===== config.mk =====
export PLATFORM = sky130hd
export DESIGN_NAME = multi_timer_mode_sched_flat
export DESIGN_NICKNAME = d
export VERILOG_FILES = /design/src/rtl/multi_timer_pkg.sv /design/src/rtl/multi_timer_mode_sched_if.sv /design/src/rtl/multi_timer_mode_sched_alarm_blink_timer.sv /design/src/rtl/multi_timer_mode_sched.sv /design/src/flat_wrapper.sv
export SDC_FILE = /design/constraint.sdc
export NUM_CORES = 1
export LEC_CHECK = 0
export CORE_ASPECT_RATIO = 1.5
export CORE_UTILIZATION = 45
export DETAILED_ROUTE_END_ITERATION = 12
export MAX_ROUTING_LAYER = met4
export PLACE_DENSITY = 0.74
export SETUP_SLACK_MARGIN = 0.4
export SLEW_MARGIN = 20
export SYNTH_ARGS = -nofsm -noshare
export SYNTH_HDL_FRONTEND = slang
export SYNTH_SLANG_ARGS = --single-unit

===== constraint.sdc =====
create_clock -name clk -period 2.7 [get_ports clk]
set_input_delay 0.81 -clock clk [delete_from_list [all_inputs] [get_ports clk]]
set_output_delay 0.81 -clock clk [all_outputs]
set_load 0.05 [all_outputs]

===== src/rtl/multi_timer_pkg.sv =====
// Shared definitions for the multi-timer board mode scheduler.
//   mode_t     : scheduler state encoding (WATCH/STOP/TIMER/ALARM)
//   BTN_MODE   : index of the mode-cycling button in btn_pe
//   BCD_W      : width of a 4-digit BCD display value
//   led_of     : one-hot mode indicator for a state (ALARM shows the timer LED)
//   next_mode  : mode-button cycling order
//   pick_value : display source for a state
package multi_timer_pkg;

  localparam int BCD_W    = 16;
  localparam int BTN_MODE = 0;

  typedef enum logic [1:0] {
    WATCH = 2'd0,
    STOP  = 2'd1,
    TIMER = 2'd2,
    ALARM = 2'd3
  } mode_t;

  function automatic logic [2:0] led_of(input mode_t m);
    case (m)
      WATCH:   return 3'b001;
      STOP:    return 3'b010;
      default: return 3'b100;
    endcase
  endfunction

  function automatic mode_t next_mode(input mode_t m);
    case (m)
      WATCH:   return STOP;
      STOP:    return TIMER;
      default: return WATCH;
    endcase
  endfunction

  function automatic logic [BCD_W-1:0] pick_value(input mode_t m,
                                                  input logic [BCD_W-1:0] w,
                                                  input logic [BCD_W-1:0] s,
                                                  input logic [BCD_W-1:0] t);
    case (m)
      WATCH:   return w;
      STOP:    return s;
      default: return t;
    endcase
  endfunction

endpackage


===== src/rtl/multi_timer_mode_sched_if.sv =====
// Bundle between the mode scheduler and the rest of the multi-timer board.
//   btn_pe       : debounced button edge pulses, [0] = mode
//   tick_msec    : 1 ms strobe
//   *_value      : BCD digits from watch / stopwatch / cook timer
//   watch_set, timer_set : set-mode locks
//   timer_done   : cook timer reached 00:00
//   *_btn        : routed function-button pulses
//   value, disp_blank : display feed
//   mode_led, buzzer  : indicators
// slave = scheduler side, master = board/testbench side.
interface multi_timer_mode_sched_if;
  import multi_timer_pkg::*;

  logic [3:0]       btn_pe;
  logic             tick_msec;
  logic [BCD_W-1:0] watch_value;
  logic [BCD_W-1:0] stop_value;
  logic [BCD_W-1:0] timer_value;
  logic             watch_set;
  logic             timer_set;
  logic             timer_done;
  logic [2:0]       watch_btn;
  logic [2:0]       stop_btn;
  logic [2:0]       timer_btn;
  logic [BCD_W-1:0] value;
  logic             disp_blank;
  logic [2:0]       mode_led;
  logic             buzzer;

  modport slave (
    input  btn_pe, tick_msec, watch_value, stop_value, timer_value,
           watch_set, timer_set, timer_done,
    output watch_btn, stop_btn, timer_btn, value, disp_blank, mode_led, buzzer
  );

  modport master (
    output btn_pe, tick_msec, watch_value, stop_value, timer_value,
           watch_set, timer_set, timer_done,
    input  watch_btn, stop_btn, timer_btn, value, disp_blank, mode_led, buzzer
  );

endinterface


===== src/rtl/multi_timer_mode_sched_alarm_blink_timer.sv =====
// Alarm blink and timeout timing, advanced by tick_msec only.
//   clk, reset_n : clock, synchronous active-low reset
//   clear        : reload both counters and force blink low (held outside the alarm)
//   restart      : reload only the timeout counter
//   tick_msec    : 1 ms strobe
//   blink        : registered level, toggles every BLINK_MS ticks
//   done         : high in the cycle of the ALARM_MS-th tick since the last (re)load
module alarm_blink_timer #(
  parameter int BLINK_MS = 500,
  parameter int ALARM_MS = 10000
) (
  input  logic clk,
  input  logic reset_n,
  input  logic clear,
  input  logic restart,
  input  logic tick_msec,
  output logic blink,
  output logic done
);

  localparam int BLINK_W = (BLINK_MS > 1) ? $clog2(BLINK_MS) : 1;
  localparam int TMO_W   = $clog2(ALARM_MS + 1);
  localparam logic [BLINK_W-1:0] BLINK_LOAD = BLINK_W'(BLINK_MS - 1);
  localparam logic [TMO_W-1:0]   TMO_LOAD   = TMO_W'(ALARM_MS);

  logic [BLINK_W-1:0] blink_cnt;
  logic [TMO_W-1:0]   tmo_cnt;

  always_ff @(posedge clk) begin
    if (!reset_n) begin
      blink_cnt <= '0;
      tmo_cnt   <= '0;
      blink     <= 1'b0;
    end else if (clear) begin
      blink_cnt <= BLINK_LOAD;
      tmo_cnt   <= TMO_LOAD;
      blink     <= 1'b0;
    end else begin
      if (restart) begin
        tmo_cnt <= TMO_LOAD;
      end else if (tick_msec && tmo_cnt != '0) begin
        tmo_cnt <= tmo_cnt - TMO_W'(1);
      end
      // blink phase keeps running across a timeout restart
      if (tick_msec) begin
        if (blink_cnt == '0) begin
          blink_cnt <= BLINK_LOAD;
          blink     <= ~blink;
        end else begin
          blink_cnt <= blink_cnt - BLINK_W'(1);
        end
      end
    end
  end

  // combinational so the FSM leaves the alarm on the same edge that counts the last tick
  assign done = tick_msec && (tmo_cnt == TMO_W'(1));

endmodule


===== src/rtl/multi_timer_mode_sched.sv =====
// Mode scheduler: owns the WATCH/STOP/TIMER/ALARM state, routes function-button
// pulses to the active block, selects the display source and drives the alarm.
//   clk, reset_n : clock, synchronous active-low reset
//   bus          : multi_timer_mode_sched_if.slave (buttons, values, locks,
//                  timer_done in; routed buttons, value, disp_blank, mode_led,
//                  buzzer out)
//
// state | meaning
// WATCH | watch shown, function buttons go to watch
// STOP  | stopwatch shown, function buttons go to stopwatch
// TIMER | cook timer shown, function buttons go to cook timer
// ALARM | cook timer expired: blinking timer display, buzzer on, buttons acknowledge
module multi_timer_mode_sched
  import multi_timer_pkg::*;
#(
  parameter int BLINK_MS = 500,
  parameter int ALARM_MS = 10000
) (
  input logic                    clk,
  input logic                    reset_n,
  multi_timer_mode_sched_if.slave bus
);

  mode_t            state;
  mode_t            prev_mode;
  mode_t            mode_nx;
  logic             mode_lock;
  logic             mode_step;
  logic             alarm_exit;
  logic             tmr_clear;
  logic             tmr_restart;
  logic             blink;
  logic             tmo_done;
  logic [2:0]       watch_btn_q;
  logic [2:0]       stop_btn_q;
  logic [2:0]       timer_btn_q;
  logic [BCD_W-1:0] value_q;
  logic [2:0]       mode_led_q;
  logic             buzzer_q;

  assign mode_lock = (state == WATCH && bus.watch_set) || (state == TIMER && bus.timer_set);
  assign mode_step = bus.btn_pe[BTN_MODE] && !mode_lock;
  assign mode_nx   = next_mode(state);

  // a fresh timer_done during the alarm outranks an acknowledge or timeout
  assign alarm_exit  = (state == ALARM) && !bus.timer_done && ((|bus.btn_pe) || tmo_done);
  assign tmr_clear   = (state != ALARM) || alarm_exit;
  assign tmr_restart = (state == ALARM) && bus.timer_done;

  always_ff @(posedge clk) begin
    if (!reset_n) begin
      state       <= WATCH;
      prev_mode   <= WATCH;
      watch_btn_q <= '0;
      stop_btn_q  <= '0;
      timer_btn_q <= '0;
      value_q     <= '0;
      mode_led_q  <= 3'b001;
      buzzer_q    <= 1'b0;
    end else begin
      watch_btn_q <= '0;
      stop_btn_q  <= '0;
      timer_btn_q <= '0;
      if (state == ALARM) begin
        if (alarm_exit) begin
          state      <= prev_mode;
          mode_led_q <= led_of(prev_mode);
          buzzer_q   <= 1'b0;
          value_q    <= pick_value(prev_mode, bus.watch_value, bus.stop_value, bus.timer_value);
        end else begin
          value_q <= bus.timer_value;
        end
      end else if (bus.timer_done) begin
        state      <= ALARM;
        prev_mode  <= state;
        mode_led_q <= led_of(ALARM);
        buzzer_q   <= 1'b1;
        value_q    <= bus.timer_value;
      end else begin
        // function pulse goes to the mode active when it arrived
        case (state)
          WATCH:   watch_btn_q <= bus.btn_pe[3:1];
          STOP:    stop_btn_q  <= bus.btn_pe[3:1];
          default: timer_btn_q <= bus.btn_pe[3:1];
        endcase
        if (mode_step) begin
          state      <= mode_nx;
          mode_led_q <= led_of(mode_nx);
          value_q    <= pick_value(mode_nx, bus.watch_value, bus.stop_value, bus.timer_value);
        end else begin
          value_q <= pick_value(state, bus.watch_value, bus.stop_value, bus.timer_value);
        end
      end
    end
  end

  alarm_blink_timer #(
    .BLINK_MS (BLINK_MS),
    .ALARM_MS (ALARM_MS)
  ) u_alarm_timer (
    .clk       (clk),
    .reset_n   (reset_n),
    .clear     (tmr_clear),
    .restart   (tmr_restart),
    .tick_msec (bus.tick_msec),
    .blink     (blink),
    .done      (tmo_done)
  );

  assign bus.watch_btn  = watch_btn_q;
  assign bus.stop_btn   = stop_btn_q;
  assign bus.timer_btn  = timer_btn_q;
  assign bus.value      = value_q;
  assign bus.disp_blank = blink;
  assign bus.mode_led   = mode_led_q;
  assign bus.buzzer     = buzzer_q;

endmodule


===== src/flat_wrapper.sv =====
// flat-port wrapper written by rule: the top's interface ports become plain ports
module multi_timer_mode_sched_flat import multi_timer_pkg::*;
#(
  parameter int BLINK_MS = 500,
  parameter int ALARM_MS = 10000
)
  (clk, reset_n, bus_btn_pe, bus_tick_msec, bus_watch_value, bus_stop_value, bus_timer_value, bus_watch_set, bus_timer_set, bus_timer_done, bus_watch_btn, bus_stop_btn, bus_timer_btn, bus_value, bus_disp_blank, bus_mode_led, bus_buzzer);
  multi_timer_mode_sched_if bus_i ();
  input logic clk;
  input logic reset_n;
  input wire logic [$bits(bus_i.btn_pe)-1:0] bus_btn_pe;
  input wire logic [$bits(bus_i.tick_msec)-1:0] bus_tick_msec;
  input wire logic [$bits(bus_i.watch_value)-1:0] bus_watch_value;
  input wire logic [$bits(bus_i.stop_value)-1:0] bus_stop_value;
  input wire logic [$bits(bus_i.timer_value)-1:0] bus_timer_value;
  input wire logic [$bits(bus_i.watch_set)-1:0] bus_watch_set;
  input wire logic [$bits(bus_i.timer_set)-1:0] bus_timer_set;
  input wire logic [$bits(bus_i.timer_done)-1:0] bus_timer_done;
  output wire logic [$bits(bus_i.watch_btn)-1:0] bus_watch_btn;
  output wire logic [$bits(bus_i.stop_btn)-1:0] bus_stop_btn;
  output wire logic [$bits(bus_i.timer_btn)-1:0] bus_timer_btn;
  output wire logic [$bits(bus_i.value)-1:0] bus_value;
  output wire logic [$bits(bus_i.disp_blank)-1:0] bus_disp_blank;
  output wire logic [$bits(bus_i.mode_led)-1:0] bus_mode_led;
  output wire logic [$bits(bus_i.buzzer)-1:0] bus_buzzer;
  assign bus_i.btn_pe = bus_btn_pe;
  assign bus_i.tick_msec = bus_tick_msec;
  assign bus_i.watch_value = bus_watch_value;
  assign bus_i.stop_value = bus_stop_value;
  assign bus_i.timer_value = bus_timer_value;
  assign bus_i.watch_set = bus_watch_set;
  assign bus_i.timer_set = bus_timer_set;
  assign bus_i.timer_done = bus_timer_done;
  assign bus_watch_btn = bus_i.watch_btn;
  assign bus_stop_btn = bus_i.stop_btn;
  assign bus_timer_btn = bus_i.timer_btn;
  assign bus_value = bus_i.value;
  assign bus_disp_blank = bus_i.disp_blank;
  assign bus_mode_led = bus_i.mode_led;
  assign bus_buzzer = bus_i.buzzer;
  multi_timer_mode_sched #(.BLINK_MS(BLINK_MS), .ALARM_MS(ALARM_MS)) u_core (.clk(clk), .reset_n(reset_n), .bus(bus_i));
endmodule

### Yosys cells after proc, flatten, opt, wreduce, memory -nomap -nowiden

Index checks and enable logic that the tools add are counted.

| operators by class | value |
|---|---|
| reductions and logical operators | 32 |
| add/sub/neg operators | 2 |
| equal/unequal tests | 8 |
| multiplexer cells | 27 |
| bitwise operators | 5 |

Operator list:

| cell | number |
|---|---|
| $pmux W16 S2 | 3 |
| $mux W16 | 4 |
| $mux W14 | 3 |
| $mux W9 | 3 |
| $eq A14 B1 Y1 const B | 1 |
| $reduce_bool A14 Y1 | 1 |
| $sub A14 B1 Y14 const B | 1 |
| $mux W3 | 4 |
| $pmux W3 S2 | 2 |
| $reduce_or A4 Y1 | 3 |
| $logic_not A9 Y1 | 1 |
| $sub A9 B1 Y9 const B | 1 |
| $logic_and A1 B1 Y1 | 8 |
| $mux W2 | 4 |
| $reduce_and A2 Y1 | 4 |
| $eq A2 B1 Y1 const B | 3 |
| $logic_not A2 Y1 | 3 |
| $reduce_bool A3 Y1 | 2 |
| $not A1 Y1 | 5 |
| $reduce_or A5 Y1 | 1 |
| $eq A2 B2 Y1 const B | 2 |
| $pmux W2 S2 | 1 |
| $reduce_bool A2 Y1 | 2 |
| $logic_or A1 B1 Y1 | 3 |
| 6 further kinds | 9 |

| word-level totals | value |
|---|---|
| output and inout port bits | 30 |
| input bits | 58 |
| flip-flop bits (word level) | 57 |
| logic and storage cells | 87 |

### Depth between registers and ports, before layout

Gate-level depths: netlist (run 1).

| logic depth | value |
|---|---|
| word-level depth | 8 |
| depth in mapped cells | 8 |
| gate-level depth less buffers | 7 |

### Cells and area by module

Synthesis (run 1) repeated with hierarchy kept, for this count alone.

| second synthesis, totals | value |
|---|---|
| cell total of the unflattened synthesis | 492 |
| area total of the unflattened synthesis | 3916.3 um^2 |

Modules (own cells, without submodules):

| module | area an instance (um^2) | sequential area each (um^2) | instances | cells each |
|---|---|---|---|---|
| multi_timer_mode_sched | 2658.8 | 660.6 | 1 | 345 |
| alarm_blink_timer | 1257.5 | 480.5 | 1 | 147 |

### Worst setup path before layout (run 1)

Ideal clock, no wire load.

| path | value |
|---|---|
| path type | input to register |
| from | input bus_btn_pe[0] |
| to | register u_core.u_alarm_timer.tmo_cnt[12] |
| path buffers | 2 |
| slack | 0.151 ns |
| stages | 6 |
| data required time | 2.630 ns |
| library setup time | 0.070 ns |
| data arrival time | 2.479 ns |
| path through | buf_2 or4_1 or2_2 or3_1 clkbuf_1 a21oi_1 |

| on the way | value |
|---|---|
| cells in the longest elaborated chain, start to end | 5 |

RTL lines:

| what | RTL line | RTL |
|---|---|---|
| start, declared | flat_wrapper.sv:11 | `input wire logic [$bits(bus_i.btn_pe)-1:0] bus_btn_pe;` |
| $reduce_or A4 Y1 | multi_timer_mode_sched.sv:46 | `assign alarm_exit = (state == ALARM) && !bus.timer_done && ((\|bus.btn_pe) \|\| tmo_done);` |
| $logic_or A1 B1 Y1 | multi_timer_mode_sched.sv:46 |  |
| $logic_and A1 B1 Y1 | multi_timer_mode_sched.sv:46 |  |
| $logic_or A1 B1 Y1 | multi_timer_mode_sched.sv:47 | `assign tmr_clear = (state != ALARM) \|\| alarm_exit;` |
| $reduce_or A3 Y1 (no source line) | -- |  |
| end signal, assigned | multi_timer_mode_sched_alarm_blink_timer.sv:42 | `tmo_cnt <= tmo_cnt - TMO_W'(1);` |
| end, declared | multi_timer_mode_sched_alarm_blink_timer.sv:27 | `logic [TMO_W-1:0] tmo_cnt;` |

No other way between the ends.
A chain may end at the register's enable or synchronous reset.

### Worst setup path in the final report (run 1)

| path | value |
|---|---|
| from | register u_core.u_alarm_timer.tmo_cnt[5] |
| to | register u_core.value_q[4] (netlist: u_core.bus.value[4]) |

| on the way | value |
|---|---|
| cells in the longest elaborated chain, start to end | 6 |

RTL lines:

| what | RTL line | RTL |
|---|---|---|
| $eq A14 B1 Y1 | multi_timer_mode_sched_alarm_blink_timer.sv:57 | `assign done = tick_msec && (tmo_cnt == TMO_W'(1));` |
| $logic_and A1 B1 Y1 | multi_timer_mode_sched_alarm_blink_timer.sv:57 |  |
| $logic_or A1 B1 Y1 | multi_timer_mode_sched.sv:46 |  |
| $logic_and A1 B1 Y1 | multi_timer_mode_sched.sv:46 |  |
| $mux W16 | multi_timer_mode_sched.sv:65 | `if (alarm_exit) begin` |
| $mux W16 | multi_timer_mode_sched.sv:64 | `if (state == ALARM) begin` |
| end signal, assigned | multi_timer_mode_sched.sv:69 | `value_q <= pick_value(prev_mode, bus.watch_value, bus.stop_value, bus.timer_value);` |
| end signal, assigned | multi_timer_mode_sched.sv:71 | `value_q <= bus.timer_value;` |
| end signal, assigned | multi_timer_mode_sched.sv:78 | `value_q <= bus.timer_value;` |
| end, declared | multi_timer_mode_sched.sv:37 | `logic [BCD_W-1:0] value_q;` |

No other way between the ends.

==> results of run 1 <==
-- area by class of cell --
cell class                      instances  area [um^2]
Multi-Input combinational cell        300         2430
Fill cell                             617         2300
Timing Repair Buffer                  135         1360
Sequential cell                        57         1150
Clock buffer                           12          246
Tap cell                              102          128
Clock inverter                          3         65.1
Inverter                                9         33.8
-- metrics by stage --
step | hold slack, ns | instance area, um^2
after global routing | 0.503 | 5410
after CTS | 0.480 | 5260
final | 0.482 | 5410
after detailed placement | 0.474 | 4870
after floorplan | 0.451 | 3670
after global placement | 0.462 | 4870
-- registers in the layout, indices dropped and copies added, names as in the netlist, 2 cells and up --
name and flops:
u_core.bus.value 16, u_core.u_alarm_timer.tmo_cnt 14, u_core.u_alarm_timer.blink_cnt 9, u_core.bus.mode_led 3, u_core.bus.stop_btn 3, u_core.bus.timer_btn 3
u_core.bus.watch_btn 3, u_core.prev_mode 2, u_core.state 2
-- synth_stat cells, types with 9 or more instances --
| master | number |
|---|---|
| a21oi_1 | 19 |
| and2_1 | 10 |
| clkbuf_1 | 18 |
| dfxtp_1 | 57 |
| inv_1 | 9 |
| mux2_2 | 35 |
| mux2i_1 | 25 |
| mux4_2 | 11 |
| nand2_1 | 14 |
| nor2_1 | 36 |
| nor3_1 | 9 |
| o21ai_0 | 27 |
| o22ai_1 | 11 |
| xnor2_1 | 12 |
-- per-layer routing --
metal,part of all wire,wire length (um)
met5,0,0
met4,0.020,214
met3,0.048,522
met2,0.56,6080
met1,0.37,3950
-- worst max path at each step --
| stage | start | to | cells past startpoint |
|---|---|---|---|
| finish | u_core.u_alarm_timer.tmo_cnt[5]$_SDFFE_PP0P_ | u_core.bus.value[4]$_SDFF_PN0_ | 8 |
| global route | u_core.u_alarm_timer.tmo_cnt[5]$_SDFFE_PP0P_ | u_core.bus.value[4]$_SDFF_PN0_ | 8 |
| CTS | u_core.u_alarm_timer.tmo_cnt[0]$_SDFFE_PP0P_ | u_core.u_alarm_timer.tmo_cnt[12]$_SDFFE_PP0P_ | 6 |
| detailed placement | bus_btn_pe[1] | u_core.u_alarm_timer.tmo_cnt[12]$_SDFFE_PP0P_ | 5 |
| global placement | bus_btn_pe[1] | u_core.u_alarm_timer.tmo_cnt[5]$_SDFFE_PP0P_ | 5 |
| floorplan | bus_tick_msec | u_core.u_alarm_timer.blink$_SDFFE_PP0P_ | 6 |
-- cells by family after synthesis --
family,after synthesis,synth area share
adder cells (fa/ha/maj),3,0.0104
flip-flops,57,0.315
AND/OR/NAND/NOR,110,0.165
buffers and inverters,34,0.0373
AO/OA/AOI/OAI,100,0.187
XOR/XNOR,16,0.0387
multiplexers,71,0.246
-- worst max-delay path, stage by stage (launching register included) --
cell       delay, ns
dfxtp_2         0.34
or4_4           0.58
nor4_4          0.38
buf_4           0.20
o211ai_4        0.09
buf_12          0.17
clkbuf_16       0.16
o21ai_2         0.12
o22ai_1         0.09
-- power breakdown --
group | internal (mW) | switching, mW | leakage (nW)
Sequential | 0.907 | 0.0573 | 0.472
Clock | 0.825 | 0.385 | 0.153
Combinational | 0.455 | 0.474 | 1.52
Total | 2.19 | 0.916 | 2.15
-- timing repair --
item	in CTS	in global routing
resized for setup	17	34
endpoints found under the setup margin	47	41
hold buffers	0	0
endpoints found under the hold margin	0	0
buffers inserted	3	2
cloned	1	3
pin swaps	6	8
==> metrics list, run 1 <==
- Status: complete, no violations
- Setup repair after global routing could not meet its margin everywhere.
- Clock insertion delay at the later pin of the skew report: 0.33 ns
* Part of the Yosys area used for sequential elements: 0.315
- Clock buffer count from CTS: 9
- Before antenna repair, the detailed router went through 5 iterations.
- Based on the critical path, the design can be clocked at up to 440 MHz.
* Largest net degree at the start of global routing: 37
- Busiest layer in global routing: met2
- The worst setup path is launched from a flip-flop.
- After detailed routing, the average wire length per cell comes to 17.4 um.
- Predominant post-synthesis flop cell: dfxtp_1
- Core area: 7710 um^2
* Max rail drop VDD: 0.383 mV
* Non-filler cells, final: 618
* EDFF count, synth: 0
- The tree is rooted in a clkbuf_16.
- The top cell types in the final layout, fill and taps aside, are clkdlybuf4s50_1 (73), dfxtp_1 (55), buf_4 (36), nor2_1 (35), mux2_2 (35).
- Met3 demand-to-capacity share in global routing: 0.0588
- For this run, the number of Yosys warnings is 0.
* Drt first-iter violations: 180
- The via count of the first global-routing pass was 3,637.
- Worst EP required: 2.88 ns
- The initial antenna violation count is 0.
- Antenna diode count: 0
- Finished Core Util: 0.702
- Count of final hold-check violations: 0
* DRT Wirelength: 10.8 mm
- Power density over the cells: 574 nW/um^2
- Number of synthesized register bits: 57
- The worst register-to-register path begins at u_core.u_alarm_timer.tmo_cnt[5]$_SDFFE_PP0P_.
- Post-synthesis average cell area: 9.26 um^2
- TritonCTS built the clock tree.
* Number of different library cells in the post-synthesis netlist: 53
- In this run the horizontal extent of the chip is 75.2 um.
* Destination of the worst register-to-register timing path: u_core.bus.value[4]$_SDFF_PN0_
- In the routed design, unresolved DRC markers number 0.
- I/O Pins: 88
- Commonest non-fill, non-tap cell in the layout: clkdlybuf4s50_1
- Dpl hpwl: 7.41 mm
- Standard-cell row count: 39
- In the routed layout, each cell is associated on average with a via count of 5.86.
* Setup ws final: 0.425 ns
* Fraction of synthesis flops using an asynchronous set or reset pin: 0
- The number of nets handed over by synthesis was 452.
* Overall power consumption: 3.10 mW
- Number of standard cells after synthesis: 391
* Number of H-tree branching levels: 3
* Total instance count after detailed placement: 594
- STA classifies the critical path endpoint as a flip-flop.
* Pre-CTS setup slack: -0.133 ns
- Along the worst hold path, the cell count comes to 2.
* Number of max-slew violations in the final report: 0
- The setup path with the least slack is of type reg -> reg.
- Cell taking the most area after synthesis: dfxtp_1
* R2R setup slack: 0.42 ns
* Input/output buffers: 87
- Setup TNS Final: 0 ns
- Cell area after synthesis: 3620 um^2
- Along the worst path, the maximum fanout reaches 8.
- First-pass GRT wire length: 16.6 mm
- GR Util All Layers: 0.264
- For the worst setup path, the data arrival time is 2.46 ns.
* Height of the die: 112 um
* Effective utilization at floorplan: 0.470
- Worst Hold Path EP: u_core.bus.mode_led[2]$_SDFFE_PN0P_
- The worst hold path begins at u_core.bus.mode_led[2]$_SDFFE_PN0P_.
- Largest buffer count on any clock path: 2
- Net count of the finished layout: 573
- Ranking of synthesized cells by area: dfxtp_1 (32%), mux2_2 (11%), mux2i_1 (6.9%)
- Clock-pin slew on the worst setup and hold paths: 0.05 ns
* Met1 usage in global routing: 0.271
* P&R area growth vs syn: 49.4%
- The worst path in the final design needs a cycle of 2.28 ns, including I/O delays and setup.
- Setup violations remaining at the end of the flow were counted as 0.
- Area share of the leading cell type in the synthesized netlist: 0.315
- Final Cycle Share: 0.843
- GRT met2 Usage: 0.486
- Total global routing overflow: 0
* Fin Clk Skew: 0.0102 ns
- Worst hold-check path type: reg -> reg
- Routability cong.: 0.831
- Detailed routing inserted a total of 3,620 vias.
* Worst-margin pin slew: 0.588 ns
- Layout cell share with drive strength beyond 1: 0.267
- Across the run, the number of max-cap violations was 0.
- In this run the static leakage power is 2.15 nW.
- Counting cells, the worst reg-to-reg path comes to 8.
- In this run the tightest slew margin relative to its limit is 0.598.
* Clock sinks: 57
* Post-route antenna net violation count: 0
- Die outline area: 8420 um^2
(Power assumes the default switching activity.)
==> inputs of run 2 (changes only) <==
--- a/config.mk
+++ b/config.mk
@@ -9,7 +9,7 @@
 export CORE_UTILIZATION = 45
 export DETAILED_ROUTE_END_ITERATION = 12
 export MAX_ROUTING_LAYER = met4
-export PLACE_DENSITY = 0.74
+export PLACE_DENSITY = 0.77
 export SETUP_SLACK_MARGIN = 0.4
 export SLEW_MARGIN = 20
 export SYNTH_ARGS = -nofsm -noshare
==> constraint.sdc (replaced) <==
create_clock -name clk -period 1.93 [get_ports clk]
set_input_delay 0.579 -clock clk [delete_from_list [all_inputs] [get_ports clk]]
set_output_delay 0.579 -clock clk [all_outputs]
set_load 0.05 [all_outputs]
==> metrics list, run 2 (synthesis gave the netlist of run 1 again) <==
- Destination of the worst register-to-register timing path: u_core.bus.value[13]$_SDFF_PN0_
- The total via count after detailed routing came to 4,497 (+24%).
* Category of the worst setup path capture point: flip-flop
* CP max-delay cell: or4_4
- Top library cells by usage in the layout, fill and taps aside: buf_4 (137), dfxtp_1 (49), clkdlybuf4s50_1 (48), mux2_2 (35), nor2_1 (31)
* Fin Clk Skew: 0.00414 ns (-0.00610 ns)
- The initial core utilization was 0.470 (unchanged).
* CP arrival: 2.41 ns (-0.05 ns)
- The final worst setup slack was -0.273 ns (-0.698 ns).
* Critical register-to-register path startpoint: u_core.u_alarm_timer.tmo_cnt[7]$_SDFFE_PP0P_
- The largest stage delay on the critical path is 0.57 ns (about the same).
* Gate family responsible for the most delay along the worst path: simple AND/OR/NAND/NOR gates
* Max reg flops: 16 (unchanged)
* Clock sinks: 57 (unchanged)
- Reg area: 1150 um^2 (+0.44%)
- The power density normalized to cell area is 714 nW/um^2 (+24%).
- Number of H-tree branching levels: 3 (unchanged)
* Total instance count after detailed placement: 660 (+11%)
- Largest buffer count on any clock path: 2 (unchanged)
* Standard-cell row count: 39 (unchanged)
* Leakage power total: 2.69 nW (+25%)
- The iteration count of the initial detailed-routing pass was 5 (unchanged).
- Vias in the first global route: 4,472 (+23%)
- The overall power consumption is 4.66 mW (+50%).
- The height of the die was 112 um (unchanged).
- The highest clock rate is 454 MHz (+3.3%).
- Number of cell instances on the worst register-to-register path: 8 (unchanged)
- The critical path goes through or4_4 -> nor4_4 -> buf_6 -> o211ai_4 -> buf_12 -> buf_16 -> o21ai_2 -> o22ai_1.
- The relative contribution of combinational cells to total power came to 0.346 (+0.047).
* I/O Pins: 88 (unchanged)
- The startpoint identified for the worst hold timing path is u_core.bus.mode_led[0]$_SDFFE_PN1P_.
* Core area: 7710 um^2 (unchanged)
* Antenna diode count: 0 (unchanged)
* Largest net degree at the start of global routing: 38 (+2.7%)
- Worst slew margin: 0.596 (-0.00162)
* Number of max-slew violations in the final report: 0 (unchanged)
- The multi-input logic area is 2890 um^2 (+19%).
* Layout cell share with drive strength beyond 1: 0.531 (+0.264)
- The transition time of the tightest slew-check pin is 0.604 ns (+0.0154 ns).
- The internal power consumption was 3.16 mW (+45%).
- The die width was 75.2 um (unchanged).
- The total number of nets in the final design is 662 (+16%).
- The die area is 8420 um^2 (unchanged).
- Setup TNS Final: -5.46 ns (-5.46 ns)
- The number of vias per cell was 6.35 (+8.4%).
- Non-filler cells, final: 708 (+15%)
- The cell sitting at the root of the clock tree is a clkbuf_16.
- P&R area growth vs syn: 80.2%
- The number of buffers added by the clock tree synthesis step is 9 (unchanged).
- Worst Hold Path EP: u_core.bus.mode_led[0]$_SDFFE_PN1P_
- Clock insertion delay at the later pin of the skew report: 0.32 ns (about the same)
- The aggregate routed wire length was 15.8 mm (+46%).
* TritonCTS clock tree: built
* Number of antenna violations at the first check in global routing: 0 (unchanged)
- The setup slack of the worst register-to-register path came to -0.27 ns (-0.70 ns).
* Layout filler cell count: 396 (-36%)
* Path type of the worst setup path: reg -> reg
- Input/output buffers: 87 (unchanged)
- The remaining number of nets flagged by the antenna check after routing is 0 (unchanged).
- The data required time at the worst endpoint came to 2.13 ns (-0.75 ns).
- Commonest non-fill, non-tap cell in the layout: buf_4
- Worst-case hold slack: 0.528 ns (+0.0460 ns)
* Max rail drop VDD: 0.552 mV (+44%)
- Sw Share: 0.321 (+0.0260)
- The total overflow reported by the global router was 0 (unchanged).
* Critical path fanouts, max: 5 (-3)
- Setup violations, final: 44 (+44)
* Critical path buffers and inverters: 3 (unchanged)
- The run finished, with violations left.
* Final Cycle Share: 1.14 (+0.299)
- GR Util All Layers: 0.355 (+0.0909)
- Worst hold-check path type: reg -> reg
* Dpl hpwl: 8.13 mm (+9.8%)
* Final worst path period need: 2.20 ns (-0.0723 ns)
- STA classifies the critical path startpoint as a flip-flop.
* RSZ-0062 raised after global routing: true
- Detail-routed net length per standard cell: 22.3 um (+28%)
* Power spent charging and discharging nets: 1.50 mW (+63%)
* Clock-pin slew on the worst setup and hold paths: 0.06 ns (about the same)
- The part of the power in the clock network came to 0.367 (-0.023).
- Violations in the final reports: negative setup slack
* Routability cong.: 0.904 (+8.8%)
* First-pass GRT wire length: 22.1 mm (+33%)
* Depth of the worst hold-timing path: 2 (unchanged)
* Proportion of power drawn by flip-flops and latches: 0.286 (-0.025)
- Count of final hold-check violations: 0 (unchanged)
- The hold buffer count at cts came to 0 (unchanged).
- The max-cap check violation count was 0 (unchanged).
- Drc violations: 0 (unchanged)
- The DRC violation total after the first TritonRoute iteration came to 432 (+140%).
run 2: cell count changes in the layout (fill, tap and decap cells not counted), sizes merged, moves of 2 or more:
cell / delta
dlygate4sd2: -4
buf: +120
dlymetal6s2s: -6
clkdlybuf4s50: -25
clkinv: +2
clkbuf: -3
clkdlybuf4s15: +2
run 2: worst max path at each step:
stage / startpoint / end / slack (ns) / depth (start not counted)
2_1_floorplan: u_core.u_alarm_timer.tmo_cnt[12]$_SDFFE_PP0P_ / u_core.bus.value[2]$_SDFF_PN0_ / -0.13 / 5
3_3_place_gp: bus_btn_pe[1] / u_core.u_alarm_timer.tmo_cnt[12]$_SDFFE_PP0P_ / -0.63 / 5
3_5_place_dp: bus_btn_pe[1] / u_core.u_alarm_timer.tmo_cnt[12]$_SDFFE_PP0P_ / -0.68 / 5
4_1_cts: u_core.u_alarm_timer.tmo_cnt[5]$_SDFFE_PP0P_ / u_core.bus.value[8]$_SDFF_PN0_ / -0.12 / 8
5_1_grt: u_core.u_alarm_timer.tmo_cnt[7]$_SDFFE_PP0P_ / u_core.bus.value[14]$_SDFF_PN0_ / -0.29 / 8
6_report: u_core.u_alarm_timer.tmo_cnt[7]$_SDFFE_PP0P_ / u_core.bus.value[13]$_SDFF_PN0_ / -0.27 / 8
run 2: area by class of cell:
class | instances | share of cell area
Clock buffer | 10 | 0.0351
Clock inverter | 6 | 0.0127
Inverter | 9 | 0.00518
Multi-Input combinational cell | 302 | 0.443
Sequential cell | 57 | 0.176
Tap cell | 102 | 0.0196
Timing Repair Buffer | 222 | 0.308
run 2: power by group through the flow:
stage / clock [mW] / combinational [mW] / sequential [mW]
4_1_cts: 1.68 / 1.50 / 1.33
5_1_grt: 1.77 / 1.69 / 1.34
3_3_place_gp: 0 / 1.34 / 1.34
2_1_floorplan: 0 / 0.621 / 1.55
3_5_place_dp: 0 / 1.37 / 1.35
6_report: 1.71 / 1.61 / 1.33
run 2: routing by layer:
| layer | vias up | wire, um | part of all wire | GRT usage |
|---|---|---|---|---|
| met4 | 0 | 947 | 0.060 | 0.168 |
| li1 | 1908 | - | - | - |
| met5 | - | 0 | 0 | - |
| met3 | 95 | 1090 | 0.069 | 0.0679 |
| met2 | 314 | 8300 | 0.53 | 0.625 |
| met1 | 2180 | 5430 | 0.34 | 0.366 |
run 2: worst min-delay path: cells and delay by family (launching register included):
| kind | cells | cell delay (ns) |
|---|---|---|
| compound gates | 1 | 0.08 |
| flops | 1 | 0.33 |
| simple gates | 1 | 0.06 |
run 2: repair_timing:
| action | in CTS | in global routing |
|---|---|---|
| buffers inserted | 23 | 4 |
| resized for setup | 108 | 39 |
| pin swaps | 57 | 23 |
| endpoints found under the setup margin | 57 | 55 |
| cloned | 4 | 1 |
run 2: stage by stage:
stage	worst slack, ns	cell area (um^2)	utilization
final	-0.273	6530	0.846
after global routing	-0.292	6530	0.846
after CTS	-0.122	6280	0.815
after detailed placement	-0.680	5370	0.696
after global placement	-0.625	5370	0.696
after floorplan	-0.126	3760	-
==> variant (flow settings as in run 1) <==
`BLINK_MS` is set to 500 in 3 places; all go to 125.
--- a/src/rtl/multi_timer_mode_sched_alarm_blink_timer.sv
+++ b/src/rtl/multi_timer_mode_sched_alarm_blink_timer.sv
@@ -6,7 +6,7 @@
 //   blink        : registered level, toggles every BLINK_MS ticks
 //   done         : high in the cycle of the ALARM_MS-th tick since the last (re)load
 module alarm_blink_timer #(
-  parameter int BLINK_MS = 500,
+  parameter int BLINK_MS = 125,
   parameter int ALARM_MS = 10000
 ) (
   input  logic clk,
--- a/src/rtl/multi_timer_mode_sched.sv
+++ b/src/rtl/multi_timer_mode_sched.sv
@@ -13,7 +13,7 @@
 module multi_timer_mode_sched
   import multi_timer_pkg::*;
 #(
-  parameter int BLINK_MS = 500,
+  parameter int BLINK_MS = 125,
   parameter int ALARM_MS = 10000
 ) (
   input logic                    clk,
--- a/src/flat_wrapper.sv
+++ b/src/flat_wrapper.sv
@@ -1,7 +1,7 @@
 // flat-port wrapper written by rule: the top's interface ports become plain ports
 module multi_timer_mode_sched_flat import multi_timer_pkg::*;
 #(
-  parameter int BLINK_MS = 500,
+  parameter int BLINK_MS = 125,
   parameter int ALARM_MS = 10000
 )
   (clk, reset_n, bus_btn_pe, bus_tick_msec, bus_watch_value, bus_stop_value, bus_timer_value, bus_watch_set, bus_timer_set, bus_timer_done, bus_watch_btn, bus_stop_btn, bus_timer_btn, bus_value, bus_disp_blank, bus_mode_led, bus_buzzer);
Function: no difference found for any inputs over 10 cycles, from zero or initial values and one cycle with reset_n low; that may be too few to reach the edited logic, so the function may still have changed.
==> variant against run 1 <==
Global-route usage decreased by 1.2 points. Routed wire length decreased by 4.0%. Design area decreased by 7.3%. Synthesized area increased by 0.69%. Largest cell class unchanged. Sequential cell count decreased by 2. Critical path depth decreased by 7. Count of clock-buffer cells in the layout decreased by 7. Via count increased by 5.4%. Core utilization decreased by 5.1 points. Combinational power decreased by 4.4%. Highest routed layer unchanged. Maximum frequency increased by 0.59%. Worst setup slack improved by 0.013 ns. Total power decreased by 20%.
==> variant: results (changes against run 1) <==
| Metric | Value |
|---|---|
| Status | complete, no violations |
| Final Wtd Congestion | 0.836 (+0.55%) |
| P_leak | 0.00189 uW (-12%) |
| DR vias/cell | 5.95 (+1.6%) |
| Max IR drop VDD | 0.348 mV (-8.9%) |
| Number of diodes | 0 (unchanged) |
| Gr usage total | 0.252 (-0.0122) |
| Nets@finish | 599 (+4.5%) |
| Vias in the first global route | 3701 (+1.8%) |
| Mapped Cells | 447 (+14%) |
| Root Driver | clkbuf_16 |
| Clock skew | 0.00455 ns (-0.00568 ns) |
| Post-synth top cells | dfxtp_1 (55), nand2_1 (51), mux2i_1 (48) |
| Clock Path Buffers | 2 (unchanged) |
| Number of buffers created by CTS | 5 (-4) |
| Total number of H-tree levels | 2 (-1) |
| CP max-delay cell | clkdlybuf4s50_1 |
| Worst Path Max Fanout | 1 (-7) |
| Yosys cell types | 56 (+5.7%) |
| First-pass GRT wire length | 16400 um (-0.92%) |
| Crit-path max cell delay | 0.81 ns (+0.23 ns) |
| Synth Warn # | 0 (unchanged) |
| Finished Layout Cells | 641 (+3.7%) |
| Placed Cells | 632 (+6.4%) |
| Clock transition at path regs | 0.07 ns (+0.02 ns) |
| Total wire length | 10300 um (-4.0%) |
| Initial antenna violation count | 0 (unchanged) |
| Top cells by area, synth | dfxtp_1 (30%), mux2i_1 (13%), o21ai_0 (5.4%), nand2_1 (5.3%), mux2_2 (4.9%) |
| Async SR Flop Fraction | 0 (unchanged) |
| Ratio of cells with drive above 1 in the final layout | 0.143 (-0.125) |
| Post-synth EDFFs | 0 (unchanged) |
| Largest net degree at the start of global routing | 31 (-16%) |
| TritonRoute pass-1 iters | 5 (unchanged) |
| Hold path start | u_core.bus.mode_led[1]$_SDFFE_PN0P_ |
| 1st-iter DRT viols | 195 (+8.3%) |
| Max FFs per register | 16 (unchanged) |
| Worst hold path type | reg -> reg |
| Slew @ Worst Pin | 0.578 ns (-0.00993 ns) |
| Top Family by Delay on Critical Path | buffers and inverters |
| Number of I/O port buffers | 87 (unchanged) |
| Reg2reg start | u_core.state[1]$_SDFFE_PN0P_ |
| Later-pin clock latency in the skew report | 0.29 ns (-0.04 ns) |
| Syn nets | 508 (+12%) |
| Final HPWL DP | 7360 um (-0.66%) |
| Register area share after synthesis | 0.302 (-0.0131) |
| CP startpoint | u_core.bus.value[15]$_SDFF_PN0_ |
## variant: per-layer routing
layer,track usage,routed length (um)
met1,0.277,4200
met4,0.0852,198
met2,0.452,5430
met3,0.0323,504
met5,-,0
## variant: stage by stage
step	instance area (um2)	TNS (ns)	setup slack [ns]	util
after floorplan	3650	0	0.569	-
after global placement	4770	-0.425	-0.0814	0.618
after detailed placement	4770	-0.366	-0.0782	0.618
after CTS	4930	0	0.386	0.639
after global routing	5020	0	0.401	0.651
final	5020	0	0.438	0.651
## variant: timing repair
| item | CTS | global route |
|---|---|---|
| gates resized for setup | 3 | 19 |
| pin swaps | 0 | 7 |
| buffers inserted | 0 | 1 |
| endpoints found under the setup margin | 32 | 40 |
## variant: cells by family after synthesis
group                      share of synthesized area
AOI/OAI and AO/OA                              0.221
DFF                                            0.302
adders and majority gates                     0.0103
muxes                                          0.181
and+or+nand+nor                                0.205
buffers and inverters                         0.0487
xor gates and xnor gates                      0.0312
## variant: layout make-up
type | count | area (um2)
inverter | 10 | 37.5
fill | 678 | 2690
clock buffer | 5 | 125
multi-input combinational | 348 | 2440
sequential | 55 | 1100
timing repair buffer | 118 | 1160
clock inverter | 3 | 22.5
tap | 102 | 128
## variant: worst paths after layout
path / endpoint / slack (ns) / cells after the start
worst max-delay path: bus_value[15] / 0.44 / 1
worst min-delay path: u_core.bus.mode_led[1]$_SDFFE_PN0P_ / 0.50 / 1
worst max register to register: u_core.bus.value[7]$_SDFF_PN0_ / 0.65 / 5
worst min register to register: u_core.bus.mode_led[1]$_SDFFE_PN0P_ / 0.50 / 1
## variant: power by group
part / switching, uW / total (uW) / internal [uW]
Combinational: 493 / 889 / 396
Sequential: 67.2 / 943 / 875
Clock: 315 / 663 / 348
Total: 875 / 2500 / 1620
